==> src/rtl/vec_mul_arbiter_if.sv <==
// Requester and response bundle for vec_mul_arbiter.
// The arbiter takes the slave side; requesters and the result consumer take the master side.
interface vec_mul_arbiter_if #(
    parameter int C     = 4,
    parameter int W_X   = 8,
    parameter int W_K   = 8,
    parameter int N_REQ = 4
);
    localparam int W_Y  = W_X + W_K + $clog2(C);
    localparam int W_ID = $clog2(N_REQ);

    logic [N_REQ-1:0]                 req_valid;
    logic [N_REQ-1:0]                 req_ready;
    logic [N_REQ-1:0][C-1:0][W_X-1:0] req_x;
    logic [N_REQ-1:0][C-1:0][W_K-1:0] req_k;
    logic                             resp_valid;
    logic                             resp_ready;
    logic [W_ID-1:0]                  resp_id;
    logic [W_Y-1:0]                   resp_y;

    modport master (
        output req_valid, req_x, req_k, resp_ready,
        input  req_ready, resp_valid, resp_id, resp_y
    );

    modport slave (
        input  req_valid, req_x, req_k, resp_ready,
        output req_ready, resp_valid, resp_id, resp_y
    );
endinterface

==> src/rtl/vec_mul_arbiter.sv <==
// Round-robin arbiter sharing one vec_mul PE among N_REQ requesters; requester IDs ride a tag pipe.
// Defining VEC_MUL_ARB_CHECK_EN adds o_tag_err, a sticky flag for PE valid vs. tag valid disagreement.
module vec_mul_arbiter #(
    parameter  int C       = 4,
    parameter  int W_X     = 8,
    parameter  int W_K     = 8,
    parameter  int N_REQ   = 4,
    localparam int W_Y     = W_X + W_K + $clog2(C),
    localparam int LATENCY = $clog2(C) + 1,
    localparam int W_ID    = $clog2(N_REQ)
) (
    input  logic                  i_clk,
    input  logic                  i_rst,
    vec_mul_arbiter_if.slave      io_bus,
    output logic                  o_pe_enable,
    output logic [C-1:0][W_X-1:0] o_pe_x,
    output logic [C-1:0][W_K-1:0] o_pe_k,
    input  logic [W_Y-1:0]        i_pe_y,
    input  logic                  i_pe_valid
`ifdef VEC_MUL_ARB_CHECK_EN
    ,
    output logic                  o_tag_err
`endif
);

    logic [W_ID-1:0]    r_ptr;
    logic [LATENCY-1:0] r_tag_v;
    logic [W_ID-1:0]    r_tag_id [LATENCY];

    logic               w_resp_v;
    logic               w_stall;
    logic               w_pe_en;
    logic               w_hit;
    logic               w_grant;
    logic [W_ID-1:0]    w_gnt_id;
    logic [W_ID-1:0]    w_ptr_nxt;
    logic [W_ID:0]      w_idx;
    logic [N_REQ-1:0]   w_ready;

    // Outputs are forced to their idle values for as long as reset is held, not just after it.
    assign w_resp_v    = r_tag_v[LATENCY-1] & ~i_rst;
    assign w_stall     = w_resp_v & ~io_bus.resp_ready;
    assign w_pe_en     = ~w_stall;
    assign o_pe_enable = w_pe_en;

    // Walk from the highest offset down so the requester closest to r_ptr is the final winner.
    always_comb begin
        w_hit    = 1'b0;
        w_gnt_id = '0;
        w_idx    = '0;
        for (int i = N_REQ - 1; i >= 0; i--) begin
            w_idx = {1'b0, r_ptr} + (W_ID + 1)'(i);
            if (w_idx >= (W_ID + 1)'(N_REQ)) begin
                w_idx = w_idx - (W_ID + 1)'(N_REQ);
            end
            if (io_bus.req_valid[w_idx[W_ID-1:0]]) begin
                w_hit    = 1'b1;
                w_gnt_id = w_idx[W_ID-1:0];
            end
        end
    end

    assign w_grant   = w_hit & w_pe_en & ~i_rst;
    assign w_ptr_nxt = (w_gnt_id == W_ID'(N_REQ - 1)) ? '0 : w_gnt_id + W_ID'(1);

    always_comb begin
        w_ready = '0;
        if (w_grant) begin
            w_ready[w_gnt_id] = 1'b1;
        end
    end

    assign io_bus.req_ready  = w_ready;
    assign o_pe_x            = w_grant ? io_bus.req_x[w_gnt_id] : '0;
    assign o_pe_k            = w_grant ? io_bus.req_k[w_gnt_id] : '0;
    assign io_bus.resp_valid = w_resp_v;
    assign io_bus.resp_id    = i_rst ? '0 : r_tag_id[LATENCY-1];
    assign io_bus.resp_y     = i_pe_y;

    // Pointer and tags advance only with the PE so tags stay aligned to PE results.
    always_ff @(posedge i_clk) begin
        if (i_rst) begin
            r_ptr   <= '0;
            r_tag_v <= '0;
            for (int i = 0; i < LATENCY; i++) begin
                r_tag_id[i] <= '0;
            end
        end else if (w_pe_en) begin
            if (w_grant) begin
                r_ptr <= w_ptr_nxt;
            end
            r_tag_v[0]  <= w_grant;
            r_tag_id[0] <= w_gnt_id;
            for (int i = 1; i < LATENCY; i++) begin
                r_tag_v[i]  <= r_tag_v[i-1];
                r_tag_id[i] <= r_tag_id[i-1];
            end
        end
    end

`ifdef VEC_MUL_ARB_CHECK_EN
    logic r_tag_err;

    always_ff @(posedge i_clk) begin
        if (i_rst) begin
            r_tag_err <= 1'b0;
        end else if (w_pe_en && (i_pe_valid != r_tag_v[LATENCY-1])) begin
            r_tag_err <= 1'b1;
        end
    end

    assign o_tag_err = r_tag_err;
`else
    logic w_unused_pe_valid;
    assign w_unused_pe_valid = i_pe_valid;
`endif

endmodule
==> src/flat_wrapper.sv <==
// flat-port wrapper written by rule: the top's interface ports become plain ports
module vec_mul_arbiter_flat 
#(
    parameter  int C       = 4,
    parameter  int W_X     = 8,
    parameter  int W_K     = 8,
    parameter  int N_REQ   = 4,
    localparam int W_Y     = W_X + W_K + $clog2(C),
    localparam int LATENCY = $clog2(C) + 1,
    localparam int W_ID    = $clog2(N_REQ)
)
  (i_clk, i_rst, o_pe_enable, o_pe_x, o_pe_k, i_pe_y, i_pe_valid, io_bus_req_valid, io_bus_req_x, io_bus_req_k, io_bus_resp_ready, io_bus_req_ready, io_bus_resp_valid, io_bus_resp_id, io_bus_resp_y);
  vec_mul_arbiter_if #(.C(C), .W_X(W_X), .W_K(W_K), .N_REQ(N_REQ)) io_bus_i ();
  input  logic i_clk;
  input  logic i_rst;
  output logic o_pe_enable;
  output logic [C-1:0][W_X-1:0] o_pe_x;
  output logic [C-1:0][W_K-1:0] o_pe_k;
  input  logic [W_Y-1:0] i_pe_y;
  input  logic i_pe_valid;
  input wire logic [$bits(io_bus_i.req_valid)-1:0] io_bus_req_valid;
  input wire logic [$bits(io_bus_i.req_x)-1:0] io_bus_req_x;
  input wire logic [$bits(io_bus_i.req_k)-1:0] io_bus_req_k;
  input wire logic [$bits(io_bus_i.resp_ready)-1:0] io_bus_resp_ready;
  output wire logic [$bits(io_bus_i.req_ready)-1:0] io_bus_req_ready;
  output wire logic [$bits(io_bus_i.resp_valid)-1:0] io_bus_resp_valid;
  output wire logic [$bits(io_bus_i.resp_id)-1:0] io_bus_resp_id;
  output wire logic [$bits(io_bus_i.resp_y)-1:0] io_bus_resp_y;
  assign io_bus_i.req_valid = io_bus_req_valid;
  assign io_bus_i.req_x = io_bus_req_x;
  assign io_bus_i.req_k = io_bus_req_k;
  assign io_bus_i.resp_ready = io_bus_resp_ready;
  assign io_bus_req_ready = io_bus_i.req_ready;
  assign io_bus_resp_valid = io_bus_i.resp_valid;
  assign io_bus_resp_id = io_bus_i.resp_id;
  assign io_bus_resp_y = io_bus_i.resp_y;
  vec_mul_arbiter #(.C(C), .W_X(W_X), .W_K(W_K), .N_REQ(N_REQ)) u_core (.i_clk(i_clk), .i_rst(i_rst), .io_bus(io_bus_i), .o_pe_enable(o_pe_enable), .o_pe_x(o_pe_x), .o_pe_k(o_pe_k), .i_pe_y(i_pe_y), .i_pe_valid(i_pe_valid));
endmodule
==> config.mk <==
export PLATFORM = sky130hd
export DESIGN_NAME = vec_mul_arbiter_flat
export DESIGN_NICKNAME = d
export VERILOG_FILES = /design/src/rtl/vec_mul_arbiter_if.sv /design/src/rtl/vec_mul_arbiter.sv /design/src/flat_wrapper.sv
export SDC_FILE = /design/constraint.sdc
export NUM_CORES = 1
export LEC_CHECK = 0
export CORE_AREA = 2 2 143 145
export CTS_BUF_LIST = sky130_fd_sc_hd__clkbuf_2
export CTS_CLUSTER_SIZE = 30
export DETAILED_ROUTE_END_ITERATION = 16
export DIE_AREA = 0 0 145 147
export DONT_BUFFER_PORTS = 1
export PLACE_DENSITY = 0.32
export SLEW_MARGIN = 25
export SYNTH_ARGS = -nofsm -noshare
export SYNTH_HDL_FRONTEND = slang
export SYNTH_SLANG_ARGS = --single-unit
==> constraint.sdc <==
create_clock -name i_clk -period 2.5 [get_ports i_clk]
set_input_delay 0 -clock i_clk [delete_from_list [all_inputs] [get_ports i_clk]]
set_output_delay 0 -clock i_clk [all_outputs]
set_load 0.03 [all_outputs]
* After elaboration in Yosys (flattened, before gate mapping) *
Memory sizes are Yosys's and may differ from the RTL's.
Index checks and enable logic that the tools add are counted.

cells by class
  $add $sub $neg = 8
  $mul = 0
  div/mod/pow operators = 0
  order comparisons = 10
  equality and inequality tests = 1
  shift operators = 0
  multiplexer cells = 39
  bitwise logic cells = 10
  reduce and logical (&&, ||, !) cells = 2

operators by type and width
  cell                   count
  $bmux W32 S2           2
  $mux W32               4
  $mux W2                13
  $lt A2 B3 Y1 const B   5
  $mux W1                14
  $ge A3 B3 Y1 const B   3
  $bmux W1 S2            4
  $sub A2 B1 Y2 const B  4
  $add A2 B2 Y3 const B  2
  $and A1 B1 Y1          4
  $mux W4                1
  $add A2 B1 Y3 const B  1
  $ge A2 B3 Y1 const B   1
  $not A1 Y1             3
  $or A1 B1 Y1           3
  $add A2 B1 Y2 const B  1
  $demux W1 S2           1
  $eq A2 B2 Y1 const B   1
  $ge A2 B1 Y1 const B   1
  $reduce_and A2 Y1      1
  $logic_and A1 B1 Y1    1

word-level totals
  register bits = 5
  bits in latches = 0
  RAM bits = 6
  memory bits (read-only) = 0
  input port bits = 282
  output and inout port bits = 90
  memories kept = 1

memories
  memory           words  width  rd ports  clocked after Yosys merged registers in  wr ports  RTL line               source
  u_core.r_tag_id  3      2      3         0                                        3         vec_mul_arbiter.sv:28  logic [W_ID-1:0] r_tag_id [LATENCY];

* Depth between registers and ports, before layout *
  depth in word-level cells = 14
  gate-level depth with buffers = 9
  depth with buffers taken out = 6

* Worst setup path after synthesis *
Ideal clock, no wire load.

  kind = register -> output
  from = register u_core.r_ptr[1]
  to = output o_pe_x[24] in the netlist's numbering
  arrival = 1786 ps
  required time = 2500 ps
  slack = 714 ps
  stages on the path, launching flop included = 9
  buffers on the path = 3
  cell sequence = dfxtp_1 -> mux2i_1 -> nor2_1 -> nor3_2 -> buf_6 -> buf_12 -> buf_8 -> mux2i_1 -> o22ai_1

RTL lines
  element                 RTL line               source
  from (decl)             vec_mul_arbiter.sv:26  logic [W_ID-1:0] r_ptr;
  from (signal assigned)  vec_mul_arbiter.sv:90  r_ptr <= w_ptr_nxt;
  to (decl)               flat_wrapper.sv:17     output logic [C-1:0][W_X-1:0] o_pe_x;

==> impl_results.md <==
- Worst EP required: 2500 ps
- Post-DP HPWL: 8670 um
- First-pass GRT wire length: 14500 um
- Sequential cell area: 280 um^2
- Cell Area, Synth: roughly 2700 um^2
- Area of the die: 21300 um^2
- Setup TNS: 0 ps
- CTS tree: yes
- Period utilisation layout: 92.0%
- Grt total ovfl: 0
- Maximum clock rate: 435 MHz
- Fin nets: 625
- Rows: 52
- Cts bufs inserted: 3
- Worst-path cell chain: mux2i_1 > nor2_1 > nor3_4 > buf_4 > clkbuf_16 > mux2i_1 > o22ai_1 > buf_4
- RD Place Congestion: around 0.78
- Initial antenna violation count: 2
- Final design utilization: 16.7%
- DRC Markers: 0
- Tightest hold margin: 0.0132 ps
- Total stage count of the critical path: 8
- Placed Area: 3190 um^2
- Minimum clock period: 2300 ps
- Seq/Total Area, Yosys: 10.4%
- I/O Buffers: 0
- Routed vias: 2679
- Startpoint Class: register
- Number of global-route vias before repair: 2671
- Pre-Repair DR Iteration Count: 4
- PD cells: 734 nW/um^2
- Slew Limit Fails: 0
- RSZ-0062 raised after global routing: false
- Max-Slew Margin vs Limit: 61.5%
- Worst R2R Start: u_core.r_ptr[1]$_SDFFE_PP0P_
- Worst slew pin tran: 577 ps
- Setup CP Type: register to output port
- H-tree depth: 1
- Vias/cell: approximately 4.4
- Worst hold start: i_pe_y[17]
- Synthesized Nets: 586
- CP Max Fanout: 35
- Post-Syn Area per Cell: 9.02 um^2
- FILL cells: 2242
- GRT Util Overall: 8.32%
- Crit path buffers/inverters: 3
- Worst clock skew: about 4.1 ps
- Status: finished, final reports clean
- Adder-Cell Fraction of Synth Area: 1.85%
- Synth Area in XOR/XNOR: 0%
- CTS Buffer Depth: 2
- Worst path max stage delay: 460 ps
- Post-synthesis mux area share: 47.7%
- Final non-filler cell area: 3310 um^2
- Area delta synth->final: 22.4%
- Hold Path Class: primary input to output port
- IO Pins: 372
- WL final: 10700 um
- Share of layout cells above drive strength 1: 26.0%
- Synth Instances: 300
- Peak supply drop: approximately 0.00022 V
- Fin. Hold Viols: 0
- Slowest CP cell: dfxtp_1
- Multi-input logic area: 1980 um^2
- Max-Cap Viols: 0
- Post-synthesis compound-gate area fraction: 18.1%
- FF-to-FF End: u_core.r_ptr[1]$_SDFFE_PP0P_
- R2R depth: 8
- Slack of the worst reg-to-reg path: 490 ps
- Clock transition at path regs: 110 ps
- Routed WL per cell: 17.6 um
- Largest delay share family, worst path: buffers and inverters
- Capture point of the critical path: o_pe_x[14]
- WP data arrival: around 2300 ps
- Clock root cell: clkbuf_2
- Maximum number of pins on one net before global-route repair: 70
- Detail Route Antenna Nets: 0
- Ys Warns: 0
- LEAKAGE: 1.44 nW
- Initial DRC count: about 110
- Total power: around 2.4 mW
- Library cells used by synthesis: 30
- Core Box Area: 19800 um^2
- Die Height: 147 um
- Crit path capture type: output port
- Synth Area in Simple Gates: 5.27%
- Initial Utilization: a little over an eighth
- Final setup viols: 0
- CP Launch Point: u_core.r_ptr[1]$_SDFFE_PP0P_
- Synthesis-stage register bit count: 11
- Sinks on Clock Net: 11
- Width of the die: 145 um
- Largest family of logic cells by synthesized area: multiplexers
- Later-pin clock latency in the skew report: about 250 ps
==> area by class of cell <==
class | count | share of cell area [%]
Inverter | 7 | 0.794
Timing Repair Buffer | 80 | 19.8
Tap cell | 270 | 10.2
Multi-Input combinational cell | 236 | 59.9
Antenna cell | 2 | 0.151
Sequential cell | 11 | 8.47
Clock buffer | 4 | 0.605
==> worst min-delay path by stage <==
stage                                                end  slack [ps]  cells past startpoint
after global routing                    io_bus_resp_y[3]        0.05                      0
after detailed placement               io_bus_resp_y[10]         0.2                      0
after floorplan           u_core.r_tag_v[1]$_SDFFE_PP0N_          70                      1
after global placement                 io_bus_resp_y[10]         0.2                      0
final                                  io_bus_resp_y[17]        0.01                      0
after CTS                              io_bus_resp_y[10]         0.2                      0
==> cell usage after synthesis <==
cell type / n / share of area, %
o22ai_1: 64 / 15
clkbuf_1: 1 / 0.14
dfxtp_1: 5 / 3.7
buf_2: 11 / 2.0
o41ai_1: 1 / 0.32
o22a_1: 1 / 0.32
a21oi_1: 4 / 0.74
buf_6: 1 / 0.42
buf_8: 1 / 0.55
nor3_2: 1 / 0.37
o21ai_0: 3 / 0.55
o21a_1: 1 / 0.28
inv_2: 3 / 0.42
mux2i_1: 129 / 48
and2_1: 9 / 2.1
buf_4: 19 / 5.3
nand2_1: 6 / 0.83
a21oi_2: 1 / 0.32
or3_1: 1 / 0.23
nand2b_1: 1 / 0.23
edfxtp_1: 6 / 6.7
ha_1: 4 / 1.9
inv_1: 4 / 0.55
nor2_1: 4 / 0.55
nor2b_1: 3 / 0.69
o31ai_1: 1 / 0.28
o41a_2: 1 / 0.46
clkbuf_4: 5 / 1.4
buf_12: 8 / 5.9
or2b_1: 1 / 0.28
==> logic make-up (layout without fill, tap and decap cells) <==
family / count (synthesis) / in the layout
other cells: 0 / 2
flops: 11 / 11
fa+ha+maj: 4 / 4
mux: 129 / 129
compound gates: 77 / 77
buf+inv: 53 / 91
simple gates: 26 / 26
==> registers in the layout, indices dropped and copies added, names as in the netlist <==
signal / flops
u_core.r_tag_id: 6
u_core.r_ptr: 2
u_core.r_tag_v: 3
==> through the flow <==
step,worst slack [ps],cells
6_report,199,610
5_1_grt,69.4,610
4_1_cts,75.7,603
3_5_place_dp,380,595
3_3_place_gp,478,595
2_1_floorplan,714,300
==> metal layers <==
layer | vias up | track usage (%) | wire length, um
met5 | - | 0 | 0
li1 | 1219 | - | -
met3 | 24 | 2.27 | 874
met4 | 0 | 2.72 | 294
met1 | 1236 | 8.89 | 3920
met2 | 200 | 15.8 | 5620
==> placed cells by master (no fill, tap or decap) <==
cell type and n:
and2_1 9, buf_8 1, mux2i_1 129, edfxtp_1 6, clkbuf_16 2, ha_1 4
buf_6 1, a21oi_1 4, nand2_2 2, o41a_2 1, o31ai_1 1, o41ai_1 1
nand2_1 4, o22a_1 1, inv_1 4, nor3_4 1, or2b_1 1, nand2b_1 1
nor2_1 4, diode_2 2, buf_4 72, o21a_1 1, or3_1 1, dfxtp_1 5
a21oi_2 1, o22ai_1 64, nor2b_1 3, inv_2 3, dlygate4sd3_1 4, clkbuf_2 4
o21ai_0 3
==> power breakdown <==
part           internal [mW]  switching, mW
combinational          0.850           1.25
clock                 0.0425         0.0600
sequential             0.217         0.0158
total                   1.11           1.32
==> timing repair <==
item / CTS / global route
setup buffers: 0 / 3
endpoints found under the hold margin: 5 / 0
gates resized for setup: 0 / 4
setup endpoints to repair: 0 / 7
hold buffers: 4 / 0
==> worst register-to-register path, stage by stage (launching register included) <==
cell and delay [ps]:
dfxtp_1 460, mux2i_1 220, nor2_1 80, nor3_4 210, buf_4 180, buf_8 300, ha_1 320, nand2_1 50
o21ai_0 80
Note: power is estimated with default switching activity, not from simulation.
